<file path="config.mk">
export PLATFORM = sky130hd
export DESIGN_NAME = pipe_stage_skid_flat
export DESIGN_NICKNAME = d
export VERILOG_FILES = /design/src/rtl/pipe_pkg.sv /design/src/rtl/pipe_stage_skid_if.sv /design/src/rtl/pipe_skid_slot.sv /design/src/rtl/pipe_stage_skid.sv /design/src/flat_wrapper.sv
export SDC_FILE = /design/constraint.sdc
export NUM_CORES = 1
export LEC_CHECK = 0
export BUFFER_PORTS_ARGS = -buffer_cell sky130_fd_sc_hd__buf_2
export CELL_PAD_IN_SITES_DETAIL_PLACEMENT = 1
export CELL_PAD_IN_SITES_GLOBAL_PLACEMENT = 1
export CORE_ASPECT_RATIO = 1.25
export CORE_MARGIN = 10
export CORE_UTILIZATION = 41
export CTS_BUF_LIST = sky130_fd_sc_hd__clkbuf_8
export DETAILED_ROUTE_END_ITERATION = 12
export PLACE_DENSITY = 0.84
export SYNTH_ARGS = -nofsm -noshare
export SYNTH_HDL_FRONTEND = slang
export SYNTH_SLANG_ARGS = --single-unit
</file>
<file path="constraint.sdc">
create_clock -name clk -period 1.7 [get_ports clk]
set_input_delay 0.34 -clock clk [delete_from_list [all_inputs] [get_ports clk]]
set_output_delay 0.34 -clock clk [all_outputs]
set_load 0.05 [all_outputs]
</file>
<file path="src/rtl/pipe_pkg.sv">
// Shared definitions for the skid-buffered pipeline stage.
//
// Contents:
//   slot_state_e  fill state of one slot; the encoding doubles as the number
//                 of beats the slot holds (EMPTY=0, HALF=1, FULL=2)
//   OCC_W()       width of the occupancy count for a chain of 'stages' slots
package pipe_pkg;

    typedef enum logic [1:0] {
        EMPTY = 2'd0,
        HALF  = 2'd1,
        FULL  = 2'd2
    } slot_state_e;

    // Wide enough to count every beat a chain can hold (2 per slot).
    function automatic int OCC_W(input int stages);
        return $clog2(2 * stages + 1);
    endfunction

endpackage

</file>
<file path="src/rtl/pipe_stage_skid_if.sv">
// Valid/ready streaming interface used on both sides of the pipeline stage.
//
// Signals:
//   data   payload, W bits
//   valid  beat present (driven by the producer)
//   ready  consumer can accept (driven by the consumer)
// Modports:
//   master  producer side: drives data/valid, samples ready
//   slave   consumer side: samples data/valid, drives ready
interface pipe_stage_skid_if #(
    parameter int W = 64
);
    logic [W-1:0] data;
    logic         valid;
    logic         ready;

    modport master (output data, output valid, input ready);
    modport slave  (input data, input valid, output ready);
endinterface

</file>
<file path="src/rtl/pipe_skid_slot.sv">
// One register slot with a 2-entry skid (main + skid register).
//
// Ports:
//   clk, rst, flush        clock, synchronous reset, synchronous flush
//   up_valid/up_ready/up_data   upstream handshake (this slot consumes)
//   dn_valid/dn_ready/dn_data   downstream handshake (this slot produces)
//   fill                   number of beats held (0, 1 or 2)
//
// up_ready comes straight from the state register, so it never depends
// combinationally on dn_ready; the skid entry absorbs the one beat that can
// arrive in the cycle after downstream stalls.
module pipe_skid_slot
    import pipe_pkg::*;
#(
    parameter int           W       = 64,
    parameter logic [W-1:0] CLR_VAL = '0
) (
    input  logic         clk,
    input  logic         rst,
    input  logic         flush,
    input  logic         up_valid,
    output logic         up_ready,
    input  logic [W-1:0] up_data,
    output logic         dn_valid,
    input  logic         dn_ready,
    output logic [W-1:0] dn_data,
    output logic [1:0]   fill
);

    slot_state_e  state;
    logic [W-1:0] main_data;
    logic [W-1:0] skid_data;
    logic         take_in;
    logic         take_out;

    // main is valid in HALF and FULL, skid only in FULL.
    assign up_ready = (state != FULL);
    assign dn_valid = (state != EMPTY);
    assign dn_data  = main_data;
    assign fill     = state;

    assign take_in  = up_valid & up_ready;
    assign take_out = dn_valid & dn_ready;

    // Slot state machine. Reset and flush win over any same-cycle transfer.
    // Whenever main becomes empty its data register returns to CLR_VAL so
    // dn_data reads as CLR_VAL during bubbles without an output mux.
    always_ff @(posedge clk) begin
        if (rst || flush) begin
            state     <= EMPTY;
            main_data <= CLR_VAL;
            skid_data <= CLR_VAL;
        end else begin
            case (state)
                EMPTY: begin
                    if (take_in) begin
                        state     <= HALF;
                        main_data <= up_data;
                    end
                end
                HALF: begin
                    if (take_in && !take_out) begin
                        state     <= FULL;
                        skid_data <= up_data;
                    end else if (take_in && take_out) begin
                        main_data <= up_data;
                    end else if (take_out) begin
                        state     <= EMPTY;
                        main_data <= CLR_VAL;
                    end
                end
                FULL: begin
                    // up_ready is low here, so only a drain can happen.
                    if (take_out) begin
                        state     <= HALF;
                        main_data <= skid_data;
                        skid_data <= CLR_VAL;
                    end
                end
                default: begin
                    state     <= EMPTY;
                    main_data <= CLR_VAL;
                    skid_data <= CLR_VAL;
                end
            endcase
        end
    end

endmodule

</file>
<file path="src/rtl/pipe_stage_skid.sv">
// Parametrised inter-stage register: a chain of STAGES skid slots with a
// valid/ready handshake, flush and an occupancy count.
//
// Parameters:
//   W        payload width
//   STAGES   number of chained slots, legal range 1..8
//   CLR_VAL  value held by every data register after reset/flush and shown
//            on dn.data whenever dn.valid is low
// Ports:
//   clk        clock
//   rst        synchronous reset, active-high
//   flush      synchronous flush, active-high; drops every held beat
//   up         upstream stream (slave side): in_data/in_valid/in_ready
//   dn         downstream stream (master side): out_data/out_valid/out_ready
//   occupancy  total beats held across all slots
//
// With STAGES=1, dn.ready tied high and flush driven as the inverse of the
// old enable, this behaves as the legacy enable/clear register.
module pipe_stage_skid
    import pipe_pkg::*;
#(
    parameter int           W       = 64,
    parameter int           STAGES  = 1,
    parameter logic [W-1:0] CLR_VAL = '0
) (
    input  logic                         clk,
    input  logic                         rst,
    input  logic                         flush,
    pipe_stage_skid_if.slave             up,
    pipe_stage_skid_if.master            dn,
    output logic [OCC_W(STAGES)-1:0]     occupancy
);

    localparam int OW = OCC_W(STAGES);

    // Link k sits in front of slot k; link STAGES is the chain output.
    logic         link_valid [STAGES+1];
    logic         link_ready [STAGES+1];
    logic [W-1:0] link_data  [STAGES+1];
    logic [1:0]   slot_fill  [STAGES];
    logic [OW-1:0] occ_sum;

    assign link_valid[0]      = up.valid;
    assign link_data[0]       = up.data;
    assign up.ready           = link_ready[0];
    assign dn.valid           = link_valid[STAGES];
    assign dn.data            = link_data[STAGES];
    assign link_ready[STAGES] = dn.ready;

    for (genvar i = 0; i < STAGES; i++) begin : g_slot
        pipe_skid_slot #(
            .W       (W),
            .CLR_VAL (CLR_VAL)
        ) u_slot (
            .clk      (clk),
            .rst      (rst),
            .flush    (flush),
            .up_valid (link_valid[i]),
            .up_ready (link_ready[i]),
            .up_data  (link_data[i]),
            .dn_valid (link_valid[i+1]),
            .dn_ready (link_ready[i+1]),
            .dn_data  (link_data[i+1]),
            .fill     (slot_fill[i])
        );
    end

    // Each slot's fill is already a beat count, so occupancy is their sum.
    always_comb begin
        occ_sum = '0;
        for (int i = 0; i < STAGES; i++) begin
            occ_sum = occ_sum + OW'(slot_fill[i]);
        end
    end

    assign occupancy = occ_sum;

endmodule

</file>
<file path="src/flat_wrapper.sv">
// flat-port wrapper written by rule: the top's interface ports become plain ports
module pipe_stage_skid_flat import pipe_pkg::*;
#(
    parameter int           W       = 64,
    parameter int           STAGES  = 1,
    parameter logic [W-1:0] CLR_VAL = '0
)
  (clk, rst, flush, occupancy, up_data, up_valid, up_ready, dn_data, dn_valid, dn_ready);
  pipe_stage_skid_if #(.W(W)) up_i ();
  pipe_stage_skid_if #(.W(W)) dn_i ();
  input  logic clk;
  input  logic rst;
  input  logic flush;
  output logic [OCC_W(STAGES)-1:0] occupancy;
  input wire logic [$bits(up_i.data)-1:0] up_data;
  input wire logic [$bits(up_i.valid)-1:0] up_valid;
  output wire logic [$bits(up_i.ready)-1:0] up_ready;
  output wire logic [$bits(dn_i.data)-1:0] dn_data;
  output wire logic [$bits(dn_i.valid)-1:0] dn_valid;
  input wire logic [$bits(dn_i.ready)-1:0] dn_ready;
  assign up_i.data = up_data;
  assign up_i.valid = up_valid;
  assign up_ready = up_i.ready;
  assign dn_data = dn_i.data;
  assign dn_valid = dn_i.valid;
  assign dn_i.ready = dn_ready;
  pipe_stage_skid #(.W(W), .STAGES(STAGES), .CLR_VAL(CLR_VAL)) u_core (.clk(clk), .rst(rst), .flush(flush), .up(up_i), .dn(dn_i), .occupancy(occupancy));
endmodule
</file>
* Word-level counts from Yosys, hierarchy flattened
Index checks and enable logic that the tools add are counted.
** Word-level totals
- Register bits :: 130
- Latch bits :: 0
- RAM bits :: 0
- Memory bits (read-only) :: 0
- Bits of input ports :: 69
- Output and inout bits :: 68
- Logic and storage cells :: 39
- Memories :: 0
** Cells by class
- Add/subtract/negate cells :: 0
- Multiply operators :: 0
- Div/mod/pow operators :: 0
- Order comparisons :: 0
- Eq/ne operators :: 10
- Shift-type cells :: 0
- Multiplexer cells :: 14
- Bitwise gates (word level) :: 3
- Reductions and logical operators :: 9
** Operators with widths (number)
- 2-to-1 mux 64 bit :: 6
- one-hot mux 64 bit (3 select lines) :: 2
- 2-to-1 mux 2 bit :: 5
- != test 2 bit, second input constant :: 5
- != test 3 bit, second input constant :: 3
- AND reduction 4 bit :: 2
- one-hot mux 2 bit (3 select lines) :: 1
- AND reduction 3 bit :: 1
- AND 1 bit :: 2
- equality test 2 x 1 -> 1 bit, second input constant :: 1
- equality test 2 bit, second input constant :: 1
- logical AND 1 bit :: 2
- zero test 2 bit :: 1
- nonzero test 2 bit :: 1
- zero test 1 bit :: 1
- logical OR 1 bit :: 1
- NOT 1 bit :: 1

* Logic depth before layout (Yosys ltp)
- Word-level depth :: 6
- Mapped depth :: 6
- Mapped depth without buffers :: 3

* Worst setup path after synthesis
OpenSTA, ideal clock, no wires.
- Path type :: register -> register
- Start :: register u_core.g_slot[0].u_slot.state[0]
- End :: register u_core.g_slot[0].u_slot.main_data[14]
- Setup time :: 122 ps
- Data arrival time :: 2140 ps
- Data required time :: 1578 ps
- Path slack :: -562 ps
- Cell stages (with the launch flop) :: 6
- Path buffers :: 2
- Clock period less this slack :: 2262 ps
- Cells stage by stage :: dfxtp_1 -> clkbuf_1 -> nand2b_1 -> clkbuf_1 -> nor3_1 -> a221o_1
** Between the ends
- Cells in the longest elaborated chain, start to end :: 6
- Elaborated cells on any way between the ends :: 18
- Those cells by class :: eq/ne: 7; mux: 3; bitwise: 2; reduce/logical: 6
** Ends and longest elaborated chain
- from (decl) :: line pipe_skid_slot.sv:30 : slot_state_e state;
- from (signal assigned) :: line pipe_skid_slot.sv:50 : state <= EMPTY;
- from (signal assigned) :: line pipe_skid_slot.sv:57 : state <= HALF;
- from (signal assigned) :: line pipe_skid_slot.sv:63 : state <= FULL;
- != test 2 bit * :: line pipe_skid_slot.sv:37 : assign up_ready = (state != FULL);
- named net up_ready :: line flat_wrapper.sv:17 : output wire logic [$bits(up_i.ready)-1:0] up_ready;
- AND 1 bit * :: line pipe_skid_slot.sv:42 : assign take_in = up_valid & up_ready;
- logical AND 1 bit :: line pipe_skid_slot.sv:65 : end else if (take_in && take_out) begin
- 2-to-1 mux 64 bit :: line pipe_skid_slot.sv:65
- 2-to-1 mux 64 bit :: line pipe_skid_slot.sv:62 : if (take_in && !take_out) begin
- one-hot mux 64 bit (3 select lines) :: line pipe_skid_slot.sv:54 : case (state)
- to (signal assigned) :: line pipe_skid_slot.sv:58 : main_data <= up_data;
- to (signal assigned) :: line pipe_skid_slot.sv:66 : main_data <= up_data;
- to (signal assigned) :: line pipe_skid_slot.sv:76 : main_data <= skid_data;
- to (decl) :: line pipe_skid_slot.sv:31 : logic [W-1:0] main_data;
The timed path passes the listed nets; every way through them passes the cells marked *. The select of a mux whose other input is x is not followed.
A chain may end at the register's enable or synchronous reset.

* Worst setup path in the final report
- Start :: register u_core.g_slot[0].u_slot.state[0]
- End :: output up_ready
** Between the ends
- Cells in the longest elaborated chain, start to end :: 1
** Ends and longest elaborated chain (line)
- != test 2 bit :: pipe_skid_slot.sv:37
- to (decl) :: flat_wrapper.sv:17
Every way passes these cells.

==> results by group <==
Run status
  • Status: finished, violations left
  • Failing checks: setup timing

Timing
  • Max Clk Rate: roughly 590 MHz
  • Final WS setup: -2.92 ps
  • Final period util: 1.00
  • RSZ-0062 raised after global routing: true
  • Clock Skew: 7.88 ps
  • Rel. slew slack: 0.626
  • Max-slew violations: 0
  • # setup viols final: 1
  • Final hold violation count: 0
  • Final setup TNS: -2.92 ps
  • Actual slew at the worst max-slew pin: between 500 and 600 ps
  • Crit path time final: 1700 ps

Synthesis
  • Synth Cell Area: 5640 um2
  • Top post-synthesis cells by area: dfxtp_1 (46%), nand2_1 (13%), a221o_1 (11%)
  • Cell taking the most area after synthesis: dfxtp_1
  • #FFs+latches synth: 130
  • Ys Warns: 0
  • Yosys cell types: 25
  • Synthesized instance count: 667
  • Synthesized net count: 736
  • Synth top area share: 0.461
  • Avg Inst Size Synth: 8.46 um2
  • Seq/Total Area, Yosys: 0.461

Final layout
  • # fillers: 1589
  • Layout Nets: between 800 and 900
  • Layout area overhead: 25.4%
  • Share of cells above drive strength 1: 0.263
  • Core Util, Final: 0.530

GRT
  • First-pass GRT wire length: 31500 um
  • Largest net degree at the start of global routing: 76
  • GRT overflow: 0
  • Initial antenna violation count: 0
  • Vias in the first global route: approximately 6200
  • GR Util All Layers: 0.200

Die
  • Die Wd: 125 um
  • Die Y: between 150 and 200 um
  • Io pins: 137
  • Core ar.: 13300 um2
  • Die ar.: 18900 um2
  • Initial core utilization: 0.423
  • # rows: 47

Pwr
  • Sequential share of power: 0.458
  • Static Leak: 2.54 nW
  • Final Power: 6.88 mW
  • Int Power: 5.06 mW
  • Psw: 1.83 mW
  • Comb power frac: 0.116
  • Pwr dens: 973 nW/um2
  • Sw Share: 0.266
  • Clock power frac: 0.426
  • Peak VDD IR: 0.514 mV

Worst hold path
  • Worst hold path endpoint: u_core.g_slot[0].u_slot.dn_data[18]$_SDFFE_PP0P_
  • Hold Path Cell Cnt: 2
  • Hold Crit Class: in2reg
  • Hold wc startpoint: up_data[18]

Placement
  • I/O Buffers: 136
  • Placer Congestion: 0.768
  • HPWL Detailed: 12800 um

Clock tree
  • H-Tree Depth: 4
  • Num CTS Buffers: 17
  • Hold bufs inserted after CTS: 0
  • Clk Latency, worst-skew pair: 440 ps
  • CTS tree: yes
  • Longest Clk Path Bufs: 2
  • Clock sinks: 130
  • CTS root buf: clkbuf_8
  • Clock transition at path regs: 80 ps

Drt
  • DRC violations left: 0
  • WL/cell: between 20 and 25 um
  • Router iterations before antenna repair: 5
  • Via density: around 5.9
  • Iteration-0 DRC Markers: 402
  • Vias: 5716
  • Final ANT Viol Nets: 0
  • Final WL: ~20000 um

Worst setup path
  • FF-to-FF Start: u_core.g_slot[0].u_slot.fill[1]$_SDFFE_PP0P_
  • Crit path arrival time: 1360 ps
  • Reg2Reg Depth: 6
  • CP required: ~1400 ps
  • Worst setup EP type: primary output
  • Reg2reg end: u_core.g_slot[0].u_slot.dn_data[53]$_SDFFE_PP0P_
  • Critical Path Source Type: flop
  • FF-to-FF setup slack: ~20 ps
  • CP Max Fanout: 9
  • CP Launch Point: u_core.g_slot[0].u_slot.fill[0]$_SDFFE_PP0P_
  • Crit Path Class: reg2out

Run
  • Number of max-cap violations: 0
[critical path: stages, from the launching register on]
cell      delay [ps]
dfxtp_4          360
nand2b_2         300
buf_4            260
[power groups by stage]
stage / Clock (mW) / Sequential, mW / Combinational, mW
finish: 2.93 / 3.15 / 0.802
global route: 3.13 / 3.16 / 0.853
CTS: 2.96 / 3.15 / 0.783
detailed placement: 0 / 3.22 / 0.768
global placement: 0 / 3.22 / 0.752
floorplan: 0 / 3.40 / 0.295
[cells by family after synthesis]
logic type      synth area share
compound gates             0.191
buf+inv                   0.0599
simple gates               0.284
flops                      0.461
mux                      0.00377
[layout by cell type, fill, tap and decap left out, drive strengths merged, types with 4 or more instances in the layout]
cell type / instances
nand3b: 64
bufinv: 4
nand2: 193
nor3: 64
a221o: 64
dfxtp: 130
a31oi: 64
buf: 164
clkbuf: 22
clkinv: 4
[Yosys cell counts]
cell type,instances
nand2_1,193
dfxtp_1,130
a221o_1,64
a31oi_1,64
nand3b_1,64
nor3_1,64
clkbuf_1,36
buf_2,18
buf_1,10
buf_6,6
a21oi_1,2
nand2b_1,2
nor2b_1,2
buf_4,1
mux2_2,1
mux2i_1,1
nor2_1,1
nor3b_1,1
nor4bb_1,1
o22ai_4,1
o32ai_1,1
or2_0,1
or2_2,1
or3_1,1
or3_4,1
[metal layers]
metal | routed length (um) | global-route usage
met5 | 0 | 0
met4 | 270 | 0.0784
met3 | 1080 | 0.0524
met2 | 10400 | 0.365
met1 | 8040 | 0.217
[through the flow]
stage	instances	instance area [um2]	hold WS, ps	worst slack [ps]
global route	965	7070	123	-64.1
finish	966	7070	145	-2.92
global placement	927	6490	465	87.7
CTS	962	6990	128	-7.65
detailed placement	927	6490	465	-29.5
floorplan	667	5650	469	7.02
[layout make-up]
class                   count  area (um2)  share of cell area
clock inverters            12         163              0.0230
clock buffers              20         275              0.0389
multi-input cells         466        2750               0.388
diodes                      1        2.50            0.000354
well taps                 171         214              0.0302
flip-flops and latches    130        2610               0.369
repair buffers            166        1060               0.151
[worst max-delay path by stage]
stage | endpoint | cells after the start
after floorplan | u_core.g_slot[0].u_slot.dn_data[0]$_SDFFE_PP0P_ | 5
after global placement | u_core.g_slot[0].u_slot.skid_data[9]$_SDFFE_PP0P_ | 6
after detailed placement | u_core.g_slot[0].u_slot.skid_data[56]$_SDFFE_PP0P_ | 6
after CTS | u_core.g_slot[0].u_slot.dn_data[24]$_SDFFE_PP0P_ | 5
after global routing | up_ready | 2
final | up_ready | 2
[sequential cells by signal (all words and copies together), names as in the netlist]
signal and flops:
u_core.g_slot.u_slot.dn_data 64, u_core.g_slot.u_slot.fill 2, u_core.g_slot.u_slot.skid_data 64
[what timing repair did]
| action | in CTS | in global routing |
|---|---|---|
| cloned | 0 | 2 |
| resized for setup | 11 | 7 |
| pin swaps | 1 | 1 |
| endpoints found under the setup margin | 4 | 54 |
| buffers inserted | 3 | 1 |
Power figures use the tool's default switching activity.
